## config.mk

```make
export PLATFORM = sky130hd
export DESIGN_NAME = traffic_signal_monitor
export DESIGN_NICKNAME = d
export VERILOG_FILES = /design/src/rtl/traffic_signal_monitor.sv
export SDC_FILE = /design/constraint.sdc
export NUM_CORES = 1
export LEC_CHECK = 0
export BUFFER_PORTS_ARGS = -buffer_cell sky130_fd_sc_hd__buf_2
export CORE_MARGIN = 10
export CORE_UTILIZATION = 45
export CTS_BUF_LIST = sky130_fd_sc_hd__clkbuf_16
export DETAILED_ROUTE_END_ITERATION = 7
export SLEW_MARGIN = 30
export SYNTH_ARGS = -nofsm -noshare
export SYNTH_HDL_FRONTEND = slang
export SYNTH_SLANG_ARGS = --single-unit
```

## constraint.sdc

```tcl
create_clock -name clk -period 7.1 [get_ports clk]
set_input_delay 0.355 -clock clk [delete_from_list [all_inputs] [get_ports clk]]
set_output_delay 0.355 -clock clk [all_outputs]
set_load 0.005 [all_outputs]
```

## src/rtl/traffic_signal_monitor.sv

```systemverilog
// Receive-side checker for the active-low traffic signal LED bus: decodes the
// held pattern, measures run lengths and checks phase order and timing.
module traffic_signal_monitor #(
   parameter int unsigned RED_CYCLES   = 240_000_000,
   parameter int unsigned GREEN_CYCLES = 120_000_000,
   parameter int unsigned BLUE_CYCLES  = 48_000_000,
   parameter int unsigned OFF_CYCLES   = 1,
   parameter int unsigned TOL_CYCLES   = 0
) (
   input  logic        clk,
   input  logic        rst,
   input  logic [2:0]  led_in,
   input  logic        err_clr,
   output logic [1:0]  phase,
   output logic        phase_valid,
   output logic [31:0] last_dur,
   output logic [1:0]  last_phase,
   output logic        dur_valid,
   output logic        seq_err,
   output logic        dur_err,
   output logic        pat_err,
   output logic [15:0] cycle_count
);

   // state     | meaning
   // WAIT_SYNC | not locked; waiting for a 111 -> 110 edge
   // RED       | locked, RED (110) held
   // GREEN     | locked, GREEN (011) held
   // BLUE      | locked, BLUE (101) held
   // OFF       | locked, all-off (111) gap held
   typedef enum logic [2:0] {WAIT_SYNC, RED, GREEN, BLUE, OFF} state_t;

   localparam logic [2:0] PAT_RED   = 3'b110;
   localparam logic [2:0] PAT_GREEN = 3'b011;
   localparam logic [2:0] PAT_BLUE  = 3'b101;
   localparam logic [2:0] PAT_OFF   = 3'b111;
   localparam logic [32:0] TOL33    = 33'(TOL_CYCLES);

   function automatic logic [1:0] decode(input logic [2:0] p);
      case (p)
         PAT_RED:   decode = 2'd0;
         PAT_GREEN: decode = 2'd1;
         PAT_BLUE:  decode = 2'd2;
         default:   decode = 2'd3;
      endcase
   endfunction

   function automatic logic legal(input logic [2:0] p);
      legal = (p == PAT_RED) || (p == PAT_GREEN) || (p == PAT_BLUE) || (p == PAT_OFF);
   endfunction

   state_t      state, state_nx, succ_state;
   logic [2:0]  cur_pat, succ_pat;
   logic [31:0] run, run_inc;
   logic [32:0] exp33;
   logic        long_done;
   logic        edge_det, short_hit, long_hit;
   logic        set_seq, set_dur, set_pat, cyc_inc;

   assign edge_det  = (led_in != cur_pat);
   assign run_inc   = (run == 32'hFFFF_FFFF) ? run : run + 32'd1;
   // 33-bit arithmetic so neither E+TOL nor E-TOL can wrap
   assign short_hit = (({1'b0, run} + TOL33) < exp33);
   assign long_hit  = ({1'b0, run_inc} > (exp33 + TOL33));

   always_comb begin
      exp33      = '0;
      succ_pat   = PAT_RED;
      succ_state = WAIT_SYNC;
      case (state)
         RED:     begin exp33 = 33'(RED_CYCLES);   succ_pat = PAT_GREEN; succ_state = GREEN; end
         GREEN:   begin exp33 = 33'(GREEN_CYCLES); succ_pat = PAT_BLUE;  succ_state = BLUE;  end
         BLUE:    begin exp33 = 33'(BLUE_CYCLES);  succ_pat = PAT_OFF;   succ_state = OFF;   end
         OFF:     begin exp33 = 33'(OFF_CYCLES);   succ_pat = PAT_RED;   succ_state = RED;   end
         default: ;
      endcase
   end

   always_ff @(posedge clk or posedge rst) begin
      if (rst) state <= WAIT_SYNC;
      else     state <= state_nx;
   end

   always_comb begin
      state_nx = state;
      set_seq  = 1'b0;
      set_dur  = 1'b0;
      set_pat  = 1'b0;
      cyc_inc  = 1'b0;
      if (edge_det) begin
         if (!legal(led_in)) begin
            set_pat  = 1'b1;
            state_nx = WAIT_SYNC;
         end else if (state == WAIT_SYNC) begin
            if (cur_pat == PAT_OFF && led_in == PAT_RED) state_nx = RED;
         end else if (led_in == succ_pat) begin
            state_nx = succ_state;
            cyc_inc  = (state == OFF);
         end else begin
            set_seq  = 1'b1;
            state_nx = WAIT_SYNC;
         end
         if (state != WAIT_SYNC && short_hit) set_dur = 1'b1;
      end else if (state != WAIT_SYNC && !long_done && long_hit) begin
         set_dur = 1'b1;
      end
   end

   always_comb begin
      phase       = decode(cur_pat);
      phase_valid = (state != WAIT_SYNC);
   end

   always_ff @(posedge clk or posedge rst) begin
      if (rst) begin
         cur_pat     <= PAT_OFF;
         run         <= '0;
         long_done   <= 1'b0;
         last_dur    <= '0;
         last_phase  <= '0;
         dur_valid   <= 1'b0;
         seq_err     <= 1'b0;
         dur_err     <= 1'b0;
         pat_err     <= 1'b0;
         cycle_count <= '0;
      end else begin
         if (edge_det) begin
            last_dur   <= run;
            last_phase <= decode(cur_pat);
            dur_valid  <= 1'b1;
            cur_pat    <= led_in;
            run        <= 32'd1;
            long_done  <= 1'b0;
         end else begin
            dur_valid <= 1'b0;
            run       <= run_inc;
            if (long_hit) long_done <= 1'b1;
         end
         // a new error in the same cycle as err_clr must win
         seq_err     <= (seq_err & ~err_clr) | set_seq;
         dur_err     <= (dur_err & ~err_clr) | set_dur;
         pat_err     <= (pat_err & ~err_clr) | set_pat;
         cycle_count <= cycle_count + 16'(cyc_inc);
      end
   end

endmodule

```

==> results of run 1 <==
==> worst max-delay path by stage <==
stage          slack (ns)        end  cells past startpoint
2_1_floorplan        3.43    dur_err                     16
3_3_place_gp         3.20  long_done                     14
3_5_place_dp         3.05  long_done                     14
4_1_cts              3.01  long_done                     14
5_1_grt              2.62  long_done                     14
6_report             3.01  long_done                     14
==> power by group through the flow <==
stage	clock, uW	combinational (uW)	sequential [uW]
global placement	0	66.0	552
CTS	444	67.1	543
floorplan	0	44.8	552
detailed placement	0	66.9	553
finish	430	65.1	543
global route	464	74.0	543
==> layout by cell type (no fill, tap or decap), types with 13 or more instances in the layout <==
cell / n
nand4_1: 15
a21oi_1: 15
and2_1: 20
dfrtp_1: 90
nor3_1: 16
buf_2: 62
nand3_1: 29
ha_1: 40
nor2_1: 42
o21ai_0: 21
xor2_1: 17
inv_1: 13
nand2_1: 126
xnor2_1: 31
==> Yosys cell counts, types with 15 or more instances <==
master      n  share of area, %
nor2_1     42               3.0
nand3_1    29               2.7
xor2_1     17               2.8
xnor2_1    31               5.1
nor3_1     16               1.5
nand2_1   126               8.9
a21oi_1    15               1.4
clkbuf_1   24               1.7
dfrtp_1    90                42
ha_1       40               9.4
o21ai_0    21               2.0
and2_1     20               2.3
nand4_1    15               1.8
==> stage by stage <==
step	hold slack [ns]	setup slack, ns	utilization [%]	total power [uW]	instances
6_report	0.0489	3.01	52.1	1040	780
5_1_grt	0.0809	2.62	52.1	1080	780
4_1_cts	0.0528	3.01	52.1	1050	780
3_5_place_dp	0.426	3.05	49.8	619	764
3_3_place_gp	0.421	3.20	49.8	618	764
2_1_floorplan	0.433	3.43	-	597	585
==> state kept, by name, summed over array words and instances, names as in the netlist <==
name	count
last_dur	32
dur_err	1
dur_valid	1
pat_err	1
last_phase	2
long_done	1
cur_pat	3
state	3
run	32
cycle_count	16
seq_err	1
==> worst max-delay path: stages (launching register included) <==
cell       delay (ns)
dfrtp_1          0.44
ha_1             0.32
and4_1           0.42
o311ai_2         0.25
nor3_1           0.30
xor2_1           0.24
ha_1             0.30
a2111oi_0        0.41
o21ai_0          0.13
o21ai_0          0.22
nand3_1          0.12
or3_1            0.33
a21o_1           0.17
a221oi_2         0.22
o21ai_1          0.11
==> cell families (layout without fill, tap and decap cells) <==
logic type | after synthesis | in the layout
AND/OR/NAND/NOR | 282 | 282
flip-flops | 93 | 93
AO/OA/AOI/OAI | 76 | 76
XOR/XNOR | 48 | 48
buffers and inverters | 43 | 95
adder cells (fa/ha/maj) | 41 | 41
multiplexers | 2 | 2
==> metal layers <==
metal,vias up,part of all wire (%)
met5,-,0
met4,0,1.5
met3,14,6.1
li1,2102,-
met2,97,43
met1,2018,49
==> cell type report <==
type	count	area share [%]
inverters	14	0.896
clock buffers	9	3.75
multi-input cells	449	47.4
well taps	143	2.98
flip-flops and latches	93	38.8
repair buffers	65	5.55
clock inverters	7	0.605
==> summary.txt, run 1 <==
Status
  – Run status: completed

Clock tree
  – Cts hold-fix bufs: 0
  – # resized after CTS: 0
  – Postcts setup bufs: 0
  – CTS clk-pin slew, worst paths: 0.06 ns
  – CTS Sinks: 93
  – CTS tree: built
  – Clk root buf: clkbuf_16
  – H-tree levels: 3
  – Clk_lat worst skew: 0.35 ns
  – Total CTS buffers: 9
  – Clock buffer depth: 2

Detailed routing
  – DR iter-0 viols: 336
  – Wire length per cell: 16.2 um
  – Pre-antenna DRT Iters: 4
  – Post-Route WL: 12.6 mm
  – Detail Route Antenna Nets: 0
  – Vias per inst: 5.42
  – Post-route DRC violation count: 0
  – Via Count: 4231

Placement
  – RD Place Congestion: 0.864
  – IO Port Bufs: 62
  – Hpwl dp: 9.17 mm
  – Post-DP Area: 5740 um^2

Timing
  – Finish-stage setup viols: 0
  – Fin crit share: 57.6%
  – Final Hold Viols: 0
  – Rel. slew slack: 49.3%
  – Post-layout minimum cycle time: 4.09 ns
  – Final Slew Violations: 0
  – Least-Margin Pin Slew: 0.760 ns
  – Fmax: 244 MHz
  – Skew final: 0.00892 ns
  – TNS Setup: 0 ns
  – RSZ-0062 raised after global routing: no

Logic synthesis
  – Syn_nets: 631
  – Mapped Area: 5340 um^2
  – Post-synth EDFFs: 0
  – Syn Inst Count: 585
  – Main combinational cell family by area after synthesis: simple AND/OR/NAND/NOR gates
  – Main synth FF type: dfrtp_1
  – Yosys reg bits: 93
  – Synth unique cells: 60
  – Post-synthesis mux area share: 0.398%
  – Synth warn: 0
  – Synth Area in Simple Gates: 25.9%
  – Adder-cell share of the synthesized area: 9.56%
  – XOR/XNOR share of the synthesized area: 7.88%
  – Asr flop ratio synth: 100%
  – Register area share after synthesis: 43.7%
  – Post-synthesis compound-gate area fraction: 9.47%
  – Mean post-synth cell area: 9.12 um^2

Finish
  – Register Area: 2330 um^2
  – Share of cells above drive strength 1: 15.5%
  – Multi-input logic area: 2840 um^2
  – Area grow syn2layout: 12.4%
  – Post-route cell area: 6000 um^2
  – NumNets Final: 678
  – Fill cells: 1104
  – Antenna cell count: 0

Worst setup path
  – Register-to-Register Path Depth: 14
  – Worst Path Max Fanout: 8
  – WS Path Type: register to register
  – Reg-to-reg slack, setup: 3.01 ns
  – Worst Setup Start Kind: register
  – Crit path from: run[0]
  – Reg-to-reg startpoint: run[0]
  – CP endpoint kind: register
  – Worst EP required: 7.33 ns
  – Worst reg2reg endpoint: long_done
  – Crit path DAT: 4.32 ns

Pwr
  – Sw Share: 24.0%
  – Gate power share: 6.3%
  – Int Power: 788 uW
  – Max rail drop VDD: 0.104 mV
  – Switch Pwr: 249 uW
  – Pwr dens: 173 nW/um^2
  – Clock Power Share: 41.5%
  – Reg power frac: 52.3%
  – Lkg Pwr: 0.00305 uW

Global route
  – Initial antenna violation count: 0
  – Number of global-route vias before repair: 4107
  – Met1 Usage GRT: 21.4%
  – First-pass GRT wire length: 20.7 mm
  – Met2 Track Usage GR: 22.6%
  – GRT busiest layer: met2
  – Largest net degree at the start of global routing: 63
  – GRT overflow: 0
  – Met3 Resource Use GR: 3.94%
  – Overall routing resource usage: 15.4%

Floorplan
  – Die W: 129 um
  – Boundary Pins: 63
  – Number of cell rows: 39
  – Core box area: 11500 um^2
  – Die extent in y: 129 um
  – Overall die area: 16600 um^2
  – Initial Utilization: 46.3%

Flow run
  – Max Cap Viol: 0

Worst hold path
  – Hold Path Class: input port to async pin
Power figures use the tool's default switching activity.
==> run 2, diff against run 1 <==
==> constraint.sdc (replaced) <==
create_clock -name clk -period 4.2 [get_ports clk]
set_input_delay 0.21 -clock clk [delete_from_list [all_inputs] [get_ports clk]]
set_output_delay 0.21 -clock clk [all_outputs]
set_load 0.005 [all_outputs]
==> summary.txt, run 2 (synthesized netlist as in run 1, its figures left out) <==
Flow run
  – Max Cap Viol: 0 (unchanged)

Pwr
  – Pwr dens: 301 nW/um^2 (was 173 nW/um^2)
  – Max rail drop VDD: 0.215 mV (was 0.104 mV)
  – Lkg Pwr: 0.00310 uW (was 0.00305 uW)

Floorplan
  – Number of cell rows: 39 (unchanged)
  – Core box area: 11500 um^2 (unchanged)
  – Overall die area: 16600 um^2 (unchanged)
  – Die W: 129 um (unchanged)
  – Boundary Pins: 63 (unchanged)
  – Initial Utilization: 46.3% (unchanged)
  – Die extent in y: 129 um (unchanged)

Worst setup path
  – Worst Setup Start Kind: register (unchanged)
  – Worst EP required: 4.43 ns (was 7.33 ns)
  – WS Path Type: register to register (unchanged)
  – Crit path DAT: 4.17 ns (was 4.32 ns)
  – CP endpoint kind: register (unchanged)
  – Worst Path Max Fanout: 8 (unchanged)

Global route
  – Initial antenna violation count: 0 (unchanged)
  – Overall routing resource usage: 15.8% (was 15.4%)
  – First-pass GRT wire length: 21.3 mm (was 20.7 mm)
  – Number of global-route vias before repair: 4212 (was 4107)
  – GRT overflow: 0 (unchanged)
  – Largest net degree at the start of global routing: 62 (was 63)

Timing
  – Final Hold Viols: 0 (unchanged)
  – Finish-stage setup viols: 0 (unchanged)
  – Fin crit share: 93.8% (was 57.6%)
  – Least-Margin Pin Slew: 0.578 ns (was 0.760 ns)
  – Post-layout minimum cycle time: 3.94 ns (was 4.09 ns)
  – Fmax: 254 MHz (was 244 MHz)
  – TNS Setup: 0 ns (unchanged)
  – Rel. slew slack: 61.5% (was 49.3%)
  – Skew final: 0.00752 ns (was 0.00892 ns)
  – Final Slew Violations: 0 (unchanged)

Finish
  – Antenna cell count: 0 (unchanged)
  – Most frequent cells in the layout: 126 x nand2_1, 90 x dfrtp_1, 62 x buf_2 (unchanged)
  – NumNets Final: 682 (was 678)
  – Share of cells above drive strength 1: 16.1% (was 15.5%)
  – Area grow syn2layout: 14.1% (was 12.4%)
  – Commonest non-fill, non-tap cell in the layout: nand2_1 (unchanged)
  – Largest regs: last_dur (32), run (32), cycle_count (16) (unchanged)
  – Non-Filler Instances: 784 (was 780)
  – Fill cells: 1087 (was 1104)

Detailed routing
  – Wire length per cell: 16.3 um (was 16.2 um)
  – Pre-antenna DRT Iters: 4 (unchanged)
  – Detail Route Antenna Nets: 0 (unchanged)
  – Post-Route WL: 12.8 mm (was 12.6 mm)
  – DR iter-0 viols: 414 (was 336)
  – Post-route DRC violation count: 0 (unchanged)
  – Vias per inst: 5.43 (was 5.42)
  – Via Count: 4260 (was 4231)

Clock tree
  – Clock buffer depth: 2 (unchanged)
  – CTS clk-pin slew, worst paths: 0.07 ns (was 0.06 ns)
  – CTS tree: built (unchanged)
  – H-tree levels: 3 (unchanged)
  – Clk root buf: clkbuf_16 (unchanged)
  – CTS Sinks: 93 (unchanged)
  – Total CTS buffers: 9 (unchanged)
  – Clk_lat worst skew: 0.35 ns (about the same)
  – Postcts setup bufs: 0 (unchanged)

Placement
  – Placed cells: 766 (was 764)
  – RD Place Congestion: 0.878 (was 0.864)
  – Hpwl dp: 9.31 mm (was 9.17 mm)
  – IO Port Bufs: 62 (unchanged)

Worst hold path
  – Hold Path Class: input port to register (was input port to async pin)

Status
  – Run status: completed (unchanged)
run 2: area by class of cell:
class	count	area [um^2]	share of cell area (%)
tap	143	179	2.94
multi-input combinational	449	2860	47.0
timing repair buffer	69	368	6.04
sequential	93	2330	38.3
clock buffer	9	225	3.70
clock inverter	7	66.3	1.09
inverter	14	57.6	0.945
run 2: what timing repair did:
item,CTS,global route
resized for setup,0,4
endpoints found under the setup margin,0,2
endpoints found under the hold margin,55,0
hold buffers,2,0
run 2: through the flow:
step / instance area, um^2 / power (uW) / util, % / setup slack [ns] / hold slack, ns
final: 6090 / 1840 / 52.9 / 0.261 / 0.0233
after global routing: 6090 / 1910 / 52.9 / -0.0119 / 0.0190
after CTS: 6070 / 1860 / 52.7 / 0.138 / 0.00859
after detailed placement: 5760 / 1050 / 50.0 / 0.161 / 0.291
after global placement: 5750 / 1040 / 49.9 / 0.304 / 0.374
after floorplan: 5340 / 1010 / - / 0.534 / 0.288
run 2: where the power goes:
group	switching, uW	internal (uW)	total, uW
registers	9.54	908	917
clock network	348	458	806
logic	78.6	34.2	113
total	436	1400	1840
run 2: layer usage:
layer	global-route usage, %	part of all wire [%]
met1	21.8	48
met2	23.5	44
met3	4.72	7.0
met4	4.68	1.2
met5	0	0
run 2: final timing paths:
check	start	endpoint	slack, ns	cells after the start
max	run[0]	dur_err	0.26	16
min in group asynchronous	rst	last_phase[0]	0.44	3
min reg2reg	last_dur[4]	last_dur[4]	0.46	2
max in group asynchronous	rst	cur_pat[1]	2.89	4
min	led_in[1]	cur_pat[1]	0.02	1
max reg2reg	run[0]	dur_err	0.26	16
run 2: worst max-delay path, stage by stage, from the launching register on:
cell       delay [ns]
dfrtp_1          0.45
ha_2             0.27
nand4_1          0.19
nor4_4           0.07
a21oi_1          0.45
and2_2           0.29
nand3_1          0.10
xnor2_1          0.16
ha_1             0.21
a2111oi_0        0.36
o21ai_0          0.13
o21ai_0          0.21
nand3_1          0.12
or3_1            0.32
a21o_1           0.17
a221oi_2         0.20
o21ai_1          0.12
